## src/rtl/prog_loader.sv

```systemverilog
// Host-driven program loader: streams machine-code words into instruction memory,
// pulses the processor start, then times the run until cpu_done or saturation.
module prog_loader #(
    parameter int D = 12,
    parameter int W = 9
) (
    input  logic         clk,
    input  logic         reset,
    input  logic         load_req,
    input  logic [D:0]   len,
    input  logic         in_valid,
    input  logic [W-1:0] in_data,
    output logic         in_ready,
    output logic         im_wr_en,
    output logic [D-1:0] im_addr,
    output logic [W-1:0] im_wr_data,
    output logic         cpu_start,
    input  logic         cpu_done,
    output logic         busy,
    output logic         run_done,
    output logic [15:0]  cycles,
    output logic         err
);

    typedef enum logic [2:0] {IDLE, LOAD, START, RUN, DONE} state_t;

    localparam logic [D:0] MAX_LEN = {1'b1, {D{1'b0}}};

    state_t      state, state_nx;
    logic [D:0]  len_q, len_nx;
    logic [D:0]  wr_cnt, wr_cnt_nx;
    logic [15:0] cycles_q, cycles_nx;
    logic        err_q, err_nx;
    logic        done_q, done_nx;

    always_ff @(posedge clk or posedge reset) begin
        if (reset) begin
            state    <= IDLE;
            len_q    <= '0;
            wr_cnt   <= '0;
            cycles_q <= '0;
            err_q    <= 1'b0;
            done_q   <= 1'b0;
        end else begin
            state    <= state_nx;
            len_q    <= len_nx;
            wr_cnt   <= wr_cnt_nx;
            cycles_q <= cycles_nx;
            err_q    <= err_nx;
            done_q   <= done_nx;
        end
    end

    always_comb begin
        state_nx   = state;
        len_nx     = len_q;
        wr_cnt_nx  = wr_cnt;
        cycles_nx  = cycles_q;
        err_nx     = err_q;
        done_nx    = done_q;
        in_ready   = 1'b0;
        im_wr_en   = 1'b0;
        im_addr    = wr_cnt[D-1:0];
        im_wr_data = in_data;
        cpu_start  = 1'b0;
        busy       = 1'b0;

        case (state)
            IDLE, DONE: begin
                if (load_req) begin
                    done_nx   = 1'b0;
                    err_nx    = 1'b0;
                    cycles_nx = '0;
                    wr_cnt_nx = '0;
                    len_nx    = (len > MAX_LEN) ? MAX_LEN : len;
                    state_nx  = (len != '0) ? LOAD : START;
                end
            end
            LOAD: begin
                busy     = 1'b1;
                in_ready = 1'b1;
                im_wr_en = in_valid;
                if (in_valid) begin
                    wr_cnt_nx = wr_cnt + (D+1)'(1);
                    if (wr_cnt + (D+1)'(1) == len_q)
                        state_nx = START;
                end
            end
            START: begin
                // cpu_done deliberately not looked at here: it may be left over from the last run
                busy      = 1'b1;
                cpu_start = 1'b1;
                state_nx  = RUN;
            end
            RUN: begin
                busy = 1'b1;
                if (cpu_done) begin
                    done_nx  = 1'b1;
                    state_nx = DONE;
                end else if (cycles_q == 16'hFFFF) begin
                    err_nx   = 1'b1;
                    done_nx  = 1'b1;
                    state_nx = DONE;
                end else begin
                    cycles_nx = cycles_q + 16'd1;
                end
            end
            default: state_nx = IDLE;
        endcase

        // strobes drop with reset itself, not with the next clock
        if (reset) begin
            in_ready  = 1'b0;
            im_wr_en  = 1'b0;
            cpu_start = 1'b0;
            busy      = 1'b0;
        end
    end

    assign cycles   = cycles_q;
    assign err      = err_q;
    assign run_done = done_q;

endmodule

```

## config.mk

```make
export PLATFORM = sky130hd
export DESIGN_NAME = prog_loader
export DESIGN_NICKNAME = d
export VERILOG_FILES = /design/src/rtl/prog_loader.sv
export SDC_FILE = /design/constraint.sdc
export NUM_CORES = 1
export LEC_CHECK = 0
export ABC_CLOCK_PERIOD_IN_PS = 2600
export CORE_MARGIN = 10
export CORE_UTILIZATION = 50
export CTS_BUF_LIST = sky130_fd_sc_hd__clkbuf_16
export DETAILED_ROUTE_END_ITERATION = 8
export GPL_TIMING_DRIVEN = 0
export MAX_ROUTING_LAYER = met4
export PLACE_DENSITY = 0.81
export SETUP_SLACK_MARGIN = 0.15
export SYNTH_ARGS = -nofsm -noshare
export SYNTH_HDL_FRONTEND = slang
export SYNTH_SLANG_ARGS = --single-unit
```

## constraint.sdc

```tcl
create_clock -name clk -period 2.6 [get_ports clk]
set_clock_uncertainty 0.05 [all_clocks]
set_input_delay 0.52 -clock clk [delete_from_list [all_inputs] [get_ports clk]]
set_output_delay 0.52 -clock clk [all_outputs]
set_load 0.02 [all_outputs]
```

==> flow_results.org, run 1 <==
** Layout
- Final cell utilization of the core :: 0.678
- For this run, the number of standard cells in the final layout without fillers is 451.
- Leaving out fill and tap cells, the most frequent cells in the layout are sky130_fd_sc_hd__clkdlybuf4s50_1, sky130_fd_sc_hd__dfrtp_1, sky130_fd_sc_hd__nand2_1.
- Fraction of layout instances using a drive strength above 1 :: 0.124
- Post-route cell area :: 3710 um2
- Most common cell after layout, fill and taps aside :: sky130_fd_sc_hd__clkdlybuf4s50_1
- In the final design database the tool counted 408 nets.
- Count of antenna diodes in the layout :: 0
- Synthesis-to-layout area growth :: 31.9%

** CTS
- The number of clock buffers added by TritonCTS is 5.
- Clock input transition at the sequential cells of the worst setup and hold paths :: 0.06 ns
- After clock tree synthesis, the flow added hold-fix buffers numbering 0.
- H-tree lvl count :: 2
- Number of sinks on the clock net :: 47
- Library cell used as clock root buffer :: sky130_fd_sc_hd__clkbuf_16
- The clock passes through at most 2 buffers.
- Source-to-sink clock delay at the later pin of the worst-skew pair :: 0.29 ns
- TritonCTS built the clock tree.

** Setup path
- Arrival time worst endpoint :: 1.82 ns
- Element type at the critical path start :: input pin
- Along the worst path, the maximum fanout reaches 4.
- Critical Setup Path Class :: in2out
- Data required time at the worst endpoint :: 2.03 ns
- The critical path goes through clkdlybuf4s50_1 -> nor3_1 -> clkdlybuf4s50_1.
- Most repeated library cell on the critical path :: sky130_fd_sc_hd__clkdlybuf4s50_1
- The critical path contains buffers and inverters numbering 2 combined.
- The largest individual stage delay along the critical path comes from the cell sky130_fd_sc_hd__clkdlybuf4s50_1.
- The largest single stage delay on the critical path is 0.63 ns.
- Kind of cell adding the most delay to the critical path :: buffers and inverters
- STA classifies the critical path endpoint as an output port.

** Routing
- Across all layers, the routed design uses 2503 vias.
- Routed len/inst :: 16.4 um
- Routed WL :: 7420 um
- For this block, the initial DRC count from the detailed router was 129.
- 1st-pass router iterations :: 4
- Once detail routing completed, the nets flagged for antenna violations numbered 0.
- Remaining design rule violation count :: 0
- Post-DR vias/cell :: 5.55

** Logic synthesis
- In this run the mean area of a mapped cell was 9.07 um2.
- Counting flops with a built-in enable in the synthesized netlist gives 0.
- Total of flip-flops plus latches after synthesis :: 47
- The cell count after synthesis came out at 310.
- Cell area after technology mapping :: 2810 um2
- Counting distinct cell types in the post-synthesis netlist gives 45.
- Post-synthesis async set-or-reset flop share :: 1.00
- Most instantiated flip-flop cell in the synthesis netlist :: sky130_fd_sc_hd__dfrtp_1
- For this run, the register share of the synthesized area comes to 0.418.
- Synth Net Count :: 339
- Yosys warning count :: 0

** Floorplanning
- Die boundary height :: 95 um
- For this configuration, the core starts out at a cell density of 0.514.
- Placeable Area :: 5470 um2
- Io pins :: 70
- Horizontal die dimension :: 95 um
- Num rows :: 27
- The die covers 9030 um2.

** Power and ir drop
- Cell internal power was estimated by the tool at 1.82 mW.
- Leak pwr :: 1.61 nW
- Summed over all nets, the switching power comes to 1.02 mW.
- The share of total power dissipated in sequential elements is 0.354.
- Total Power :: 2.85 mW
- Worst VDD drop :: 0.507 mV
- Power Dens Cells :: 767 nW/um2
- Of the total power, the share spent switching nets is 0.359.
- Clock Power Share :: 0.250
- Combinational group share of total power :: 0.396

** Placed design
- Placed insts :: 443
- After legalization and detailed placement, the total HPWL measured 5530 um.
- During placement, the flow inserted port buffers numbering 60.
- Cell area reported after detailed placement :: 3520 um2
- Routability-driven placement finished with a final weighted congestion of 0.856.

** Timing
- Setup violations remaining at the end of the flow were counted as 0.
- Final Hold Fails :: 0
- Static timing analysis puts the maximum clock frequency at 0.419 GHz.
- Of the available clock period, the critical path in the final layout requires 0.919.
- The max-slew violation count was 0.
- Hold is met by 0.456 ns.
- At the pin with the least slew margin, the transition time is 0.698 ns.
- The smallest clock period supported by the final layout is computed as 2.39 ns.
- Headroom to the max-slew limit came out at 0.533.
- RSZ-0062 raised after global routing :: no

** Worst hold path
- Type of the worst min-delay path :: reg2reg

** Job
- Across the run, the number of max-cap violations was 0.

** GRT
- Number of global-route vias before repair :: 2479
- Global-route wire length before repair :: 12000 um
- Global-route usage over all layers :: 0.172
- The number of antenna violations at the first check in global routing came to 0.
- Maximum number of pins on one net before global-route repair :: 32
- GR Overflow Total :: 0

** Status
- The run finished with clean final reports.
-- synthesized netlist by cell type, types with 7 or more instances --
master / count / area [um2]
sky130_fd_sc_hd__a21oi_1: 9 / 45.0
sky130_fd_sc_hd__buf_4: 22 / 165
sky130_fd_sc_hd__o21ai_0: 23 / 115
sky130_fd_sc_hd__nand2_1: 28 / 105
sky130_fd_sc_hd__dfrtp_1: 47 / 1180
sky130_fd_sc_hd__nor2_1: 25 / 93.8
sky130_fd_sc_hd__xnor2_1: 20 / 175
sky130_fd_sc_hd__clkbuf_1: 7 / 26.3
sky130_fd_sc_hd__nor3_1: 11 / 55.1
sky130_fd_sc_hd__a22o_1: 10 / 87.6
sky130_fd_sc_hd__inv_1: 8 / 30.0
sky130_fd_sc_hd__nand4_1: 7 / 43.8
sky130_fd_sc_hd__xor2_1: 10 / 87.6
sky130_fd_sc_hd__nand3_1: 19 / 95.1
-- routing by layer --
metal,track usage,wire length [um],vias to the layer above
met3,0.0484,568,7
met2,0.291,3820,81
met5,-,0,-
met1,0.193,2940,1206
li1,-,-,1209
met4,0.0474,95,0
-- power by group through the flow --
stage / clock, mW / sequential, mW / combinational [mW]
final: 0.712 / 1.01 / 1.13
after global routing: 0.751 / 1.03 / 1.24
after CTS: 0.722 / 1.01 / 1.10
after detailed placement: 0 / 1.02 / 1.10
after global placement: 0 / 1.01 / 1.06
after floorplan: 0 / 1.01 / 0.746
-- path summary, 6_finish.rpt --
check	from	end	slack (ns)	cells after the start
worst max-delay path	reset	busy	0.21	3
worst min-delay path	len_q[6]	len_q[6]	0.46	2
worst max register to register	wr_cnt[0]	state[1]	0.32	7
worst min register to register	len_q[6]	len_q[6]	0.46	2
max in group asynchronous	reset	len_q[4]	1.42	3
min in group asynchronous	reset	len_q[8]	0.58	2
-- worst reg2reg max path: stages, from the launching register on --
cell and delay, ns:
sky130_fd_sc_hd__dfrtp_1 0.47, sky130_fd_sc_hd__ha_1 0.33, sky130_fd_sc_hd__and3_2 0.28, sky130_fd_sc_hd__and3_1 0.22, sky130_fd_sc_hd__xnor3_1 0.21, sky130_fd_sc_hd__o21ai_1 0.10
sky130_fd_sc_hd__a2111oi_4 0.40, sky130_fd_sc_hd__a21o_1 0.17
-- stage by stage --
stage          setup slack [ns]  TNS [ns]
6_report                  0.211         0
5_1_grt                   0.147         0
4_1_cts                   0.152         0
3_5_place_dp             -0.108     -1.03
3_3_place_gp             -0.113     -3.81
2_1_floorplan             0.386         0
-- registers in the layout, indices dropped and copies added, names as in the netlist --
signal	count
cycles	16
err	1
len_q	13
run_done	1
state	3
wr_cnt	13
-- final cells by class --
cell class | instances | area (um2)
Fill cell | 446 | 1760
Multi-Input combinational cell | 220 | 1410
Sequential cell | 47 | 1180
Timing Repair Buffer | 62 | 624
Buffer | 35 | 221
Clock buffer | 5 | 125
Tap cell | 72 | 90.1
Clock inverter | 2 | 33.8
Inverter | 8 | 30.0
-- kinds of logic (layout without fill, tap and decap cells) --
family,count (synthesis),after routing,synth area share
and+or+nand+nor,124,124,0.234
AOI/OAI and AO/OA,62,62,0.144
muxes,1,1,0.00356
xor gates and xnor gates,31,31,0.101
buffers and inverters,43,112,0.0894
DFF,47,47,0.418
adders and majority gates,2,2,0.00890
-- repair_timing --
| action | 4_1_cts | 5_1_grt |
|---|---|---|
| setup buffers | 0 | 1 |
| pin swaps | 0 | 1 |
| gates cloned | 0 | 0 |
| setup endpoints to repair | 7 | 2 |
| resized for setup | 5 | 1 |
Power figures use the tool's default switching activity.
==> run 2: changes to the inputs <==
--- a/config.mk
+++ b/config.mk
@@ -13,6 +13,7 @@
 export GPL_TIMING_DRIVEN = 0
 export MAX_ROUTING_LAYER = met4
 export PLACE_DENSITY = 0.81
+export REMOVE_ABC_BUFFERS = 1
 export SETUP_SLACK_MARGIN = 0.15
 export SYNTH_ARGS = -nofsm -noshare
 export SYNTH_HDL_FRONTEND = slang
==> flow_results.org, run 2 (same netlist as run 1, synthesis figures left out) <==
** Timing
- Worst-Margin Slew :: 0.713 ns (was 0.698 ns)
- The final number of setup-violating endpoints is 0 (unchanged).
- RSZ-0062 raised after global routing :: no (unchanged)
- The post-layout minimum cycle time is 2.27 ns (was 2.39 ns).
- Tcrit/Tclk final :: 0.875 (was 0.919)
- The setup slack of the critical path after layout came to 0.325 ns (was 0.211 ns).
- Worst-case headroom to the max-slew limit :: 0.524 (was 0.533)
- Maximum clock frequency :: 0.440 GHz (was 0.419 GHz)
- Final Hold Fails :: 0 (unchanged)
- Count of final max-slew check failures :: 0 (unchanged)

** Layout
- Highest-count cells in the layout ignoring fill and taps: sky130_fd_sc_hd__clkdlybuf4s50_1, sky130_fd_sc_hd__dfrtp_1, sky130_fd_sc_hd__nand2_1 (unchanged).
- The area used by multi-input combinational logic was 1400 um2 (was 1410 um2).
- Most common cell after layout, fill and taps aside :: sky130_fd_sc_hd__clkdlybuf4s50_1 (unchanged)
- Number of flip-flops under the largest register name :: 16 (unchanged)
- Synthesis-to-layout area growth :: 20.3% (was 31.9%)
- The final-layout fill cell count is 476 (was 446).
- Footprint of the flip-flops and latches :: 1180 um2 (about the same)
- Count of antenna diodes in the layout :: 0 (unchanged)
- Post-route cell area :: 3380 um2 (was 3710 um2)
- The final layout net count was 366 (was 408).
- The layout cell share with drive strength beyond 1 came to 0.0651 (was 0.124).
- The share of the core filled with cells in the final layout came to 0.618 (was 0.678).

** Floorplanning
- Io pins :: 70 (unchanged)
- Die area :: 9030 um2 (unchanged)
- The core box area was 5470 um2 (unchanged).
- The effective utilization at floorplan is 0.514 (unchanged).
- The die outline height came to 95 um (unchanged).
- The horizontal die dimension came to 95 um (unchanged).
- The number of rows created at floorplan came to 27 (unchanged).

** Power and ir drop
- The worst-case vdd ir drop was 0.427 mV (was 0.507 mV).
- The total power divided by cell area came to 771 nW/um2 (was 767 nW/um2).
- Leak pwr :: 1.43 nW (was 1.61 nW)

** Placed design
- The worst setup slack after placement was -0.0554 ns (was -0.108 ns).
- Final weighted congestion in routability-driven placement :: 0.879 (was 0.856)
- Cell area reported after detailed placement :: 3210 um2 (was 3520 um2)
- The half-perimeter wire length after detailed placement came to 5020 um (was 5530 um).
- Quantity of I/O buffers inserted on ports :: 51 (was 60)

** Worst hold path
- The number of stages on the worst hold path came to 2 (unchanged).
- The class of the tightest hold or removal check is reg2reg (unchanged).
- The origin of the worst min-delay path is len_q[12] (was len_q[6]).

** Routing
- The vias per cell was 5.79 (was 5.55).
- The via total after detailed routing came to 2372 (was 2503).
- The post-route antenna net violation count was 0 (unchanged).
- The count of unresolved DRC violations after routing was 0 (unchanged).
- Routed len/inst :: 17.0 um (was 16.4 um)
- The total wirelength of the detailed-routed design is 6960 um (was 7420 um).
- The detailed-router iteration count before antenna repair is 4 (unchanged).
- Iter 0 DRT Violations :: 104 (was 129)

** Setup path
- Critical Setup Path Class :: in2out (unchanged)
- The data arrival time at the worst-slack endpoint came to 1.70 ns (was 1.82 ns).
- The required arrival time at the worst endpoint came to 2.03 ns (about the same).
- The beginning of the worst register-to-register path is wr_cnt[0] (unchanged).
- Crit path capture type :: output port (unchanged)
- The worst setup path startpoint is reset (unchanged).
- Element type at the critical path start :: input pin (unchanged)
- Top fanout value on the critical path :: 4 (unchanged)
- Worst Reg-to-Reg Cells :: 7 (unchanged)

** GRT
- Global-route usage over all layers :: 0.162 (was 0.172)
- Global-route wire length before repair :: 11400 um (was 12000 um)
- Number of global-route vias before repair :: 2362 (was 2479)
- The total grt overflow is 0 (unchanged).
- Number of antenna violations at the first check in global routing :: 0 (unchanged)
- Maximum number of pins on one net before global-route repair :: 27 (was 32)

** CTS
- The clock tree from TritonCTS was done (unchanged).
- The TritonCTS buffer count came to 5 (unchanged).
- Number of sinks on the clock net :: 47 (unchanged)
- The clock insertion delay at the later pin of the skew report is 0.29 ns (about the same).
- H-tree lvl count :: 2 (unchanged)
- The clock tree root driver cell was sky130_fd_sc_hd__clkbuf_16 (unchanged).
- Clock input transition at the sequential cells of the worst setup and hold paths :: 0.06 ns (about the same)
- The maximum number of buffers from clock root to sink came to 2 (unchanged).

** Job
- Max-Cap Viols :: 0 (unchanged)

** Status
- Outcome :: complete, no violations (unchanged)
[run 2: final cells by class]
| cell class | count | area share |
|---|---|---|
| Tap cell | 72 | 0.0266 |
| Clock buffer | 5 | 0.0370 |
| Clock inverter | 3 | 0.00333 |
| Inverter | 8 | 0.00888 |
| Multi-Input combinational cell | 220 | 0.413 |
| Timing Repair Buffer | 55 | 0.163 |
| Sequential cell | 47 | 0.348 |
[run 2: per-stage QoR]
stage          power (mW)  cells  hold slack, ns  TNS (ns)
2_1_floorplan        1.66    275           0.417         0
3_3_place_gp         1.96    398           0.422     -4.46
3_5_place_dp         2.00    399           0.430    -0.519
4_1_cts              2.62    407           0.455         0
5_1_grt              2.77    410           0.489         0
6_report             2.61    410           0.454         0
[run 2: timing repair]
item,CTS,global route
cloned,0,0
setup endpoints to repair,3,13
hold buffers,0,0
buffers inserted,0,3
pin swaps,0,1
resized for setup,5,3
[run 2: power breakdown]
part           leakage, nW  internal, mW  switching [mW]
Combinational        0.730         0.426           0.519
Clock               0.0701         0.346           0.265
Sequential           0.633         0.873           0.180
Total                 1.43          1.65           0.964
[run 2: path summary, 6_finish.rpt]
check / end / slack [ns]
max in group asynchronous: state[0] / 1.34
min in group asynchronous: run_done / 0.64
hold / removal: len_q[12] / 0.45
setup reg to reg: state[1] / 0.33
hold reg to reg: len_q[12] / 0.45
setup / recovery: im_wr_en / 0.33
[run 2: per-layer routing]
layer | track usage | vias to the layer above | share of wire
met3 | 0.0420 | 11 | 0.064
met2 | 0.269 | 90 | 0.50
met4 | 0.0549 | 0 | 0.018
met5 | - | - | 0
li1 | - | 1128 | -
met1 | 0.185 | 1143 | 0.42
[run 2: worst max-delay path, stage by stage]
cell and delay, ns:
sky130_fd_sc_hd__clkdlybuf4s50_1 0.49, sky130_fd_sc_hd__nor4_2 0.21, sky130_fd_sc_hd__and2_1 0.16, sky130_fd_sc_hd__dlygate4sd2_1 0.33
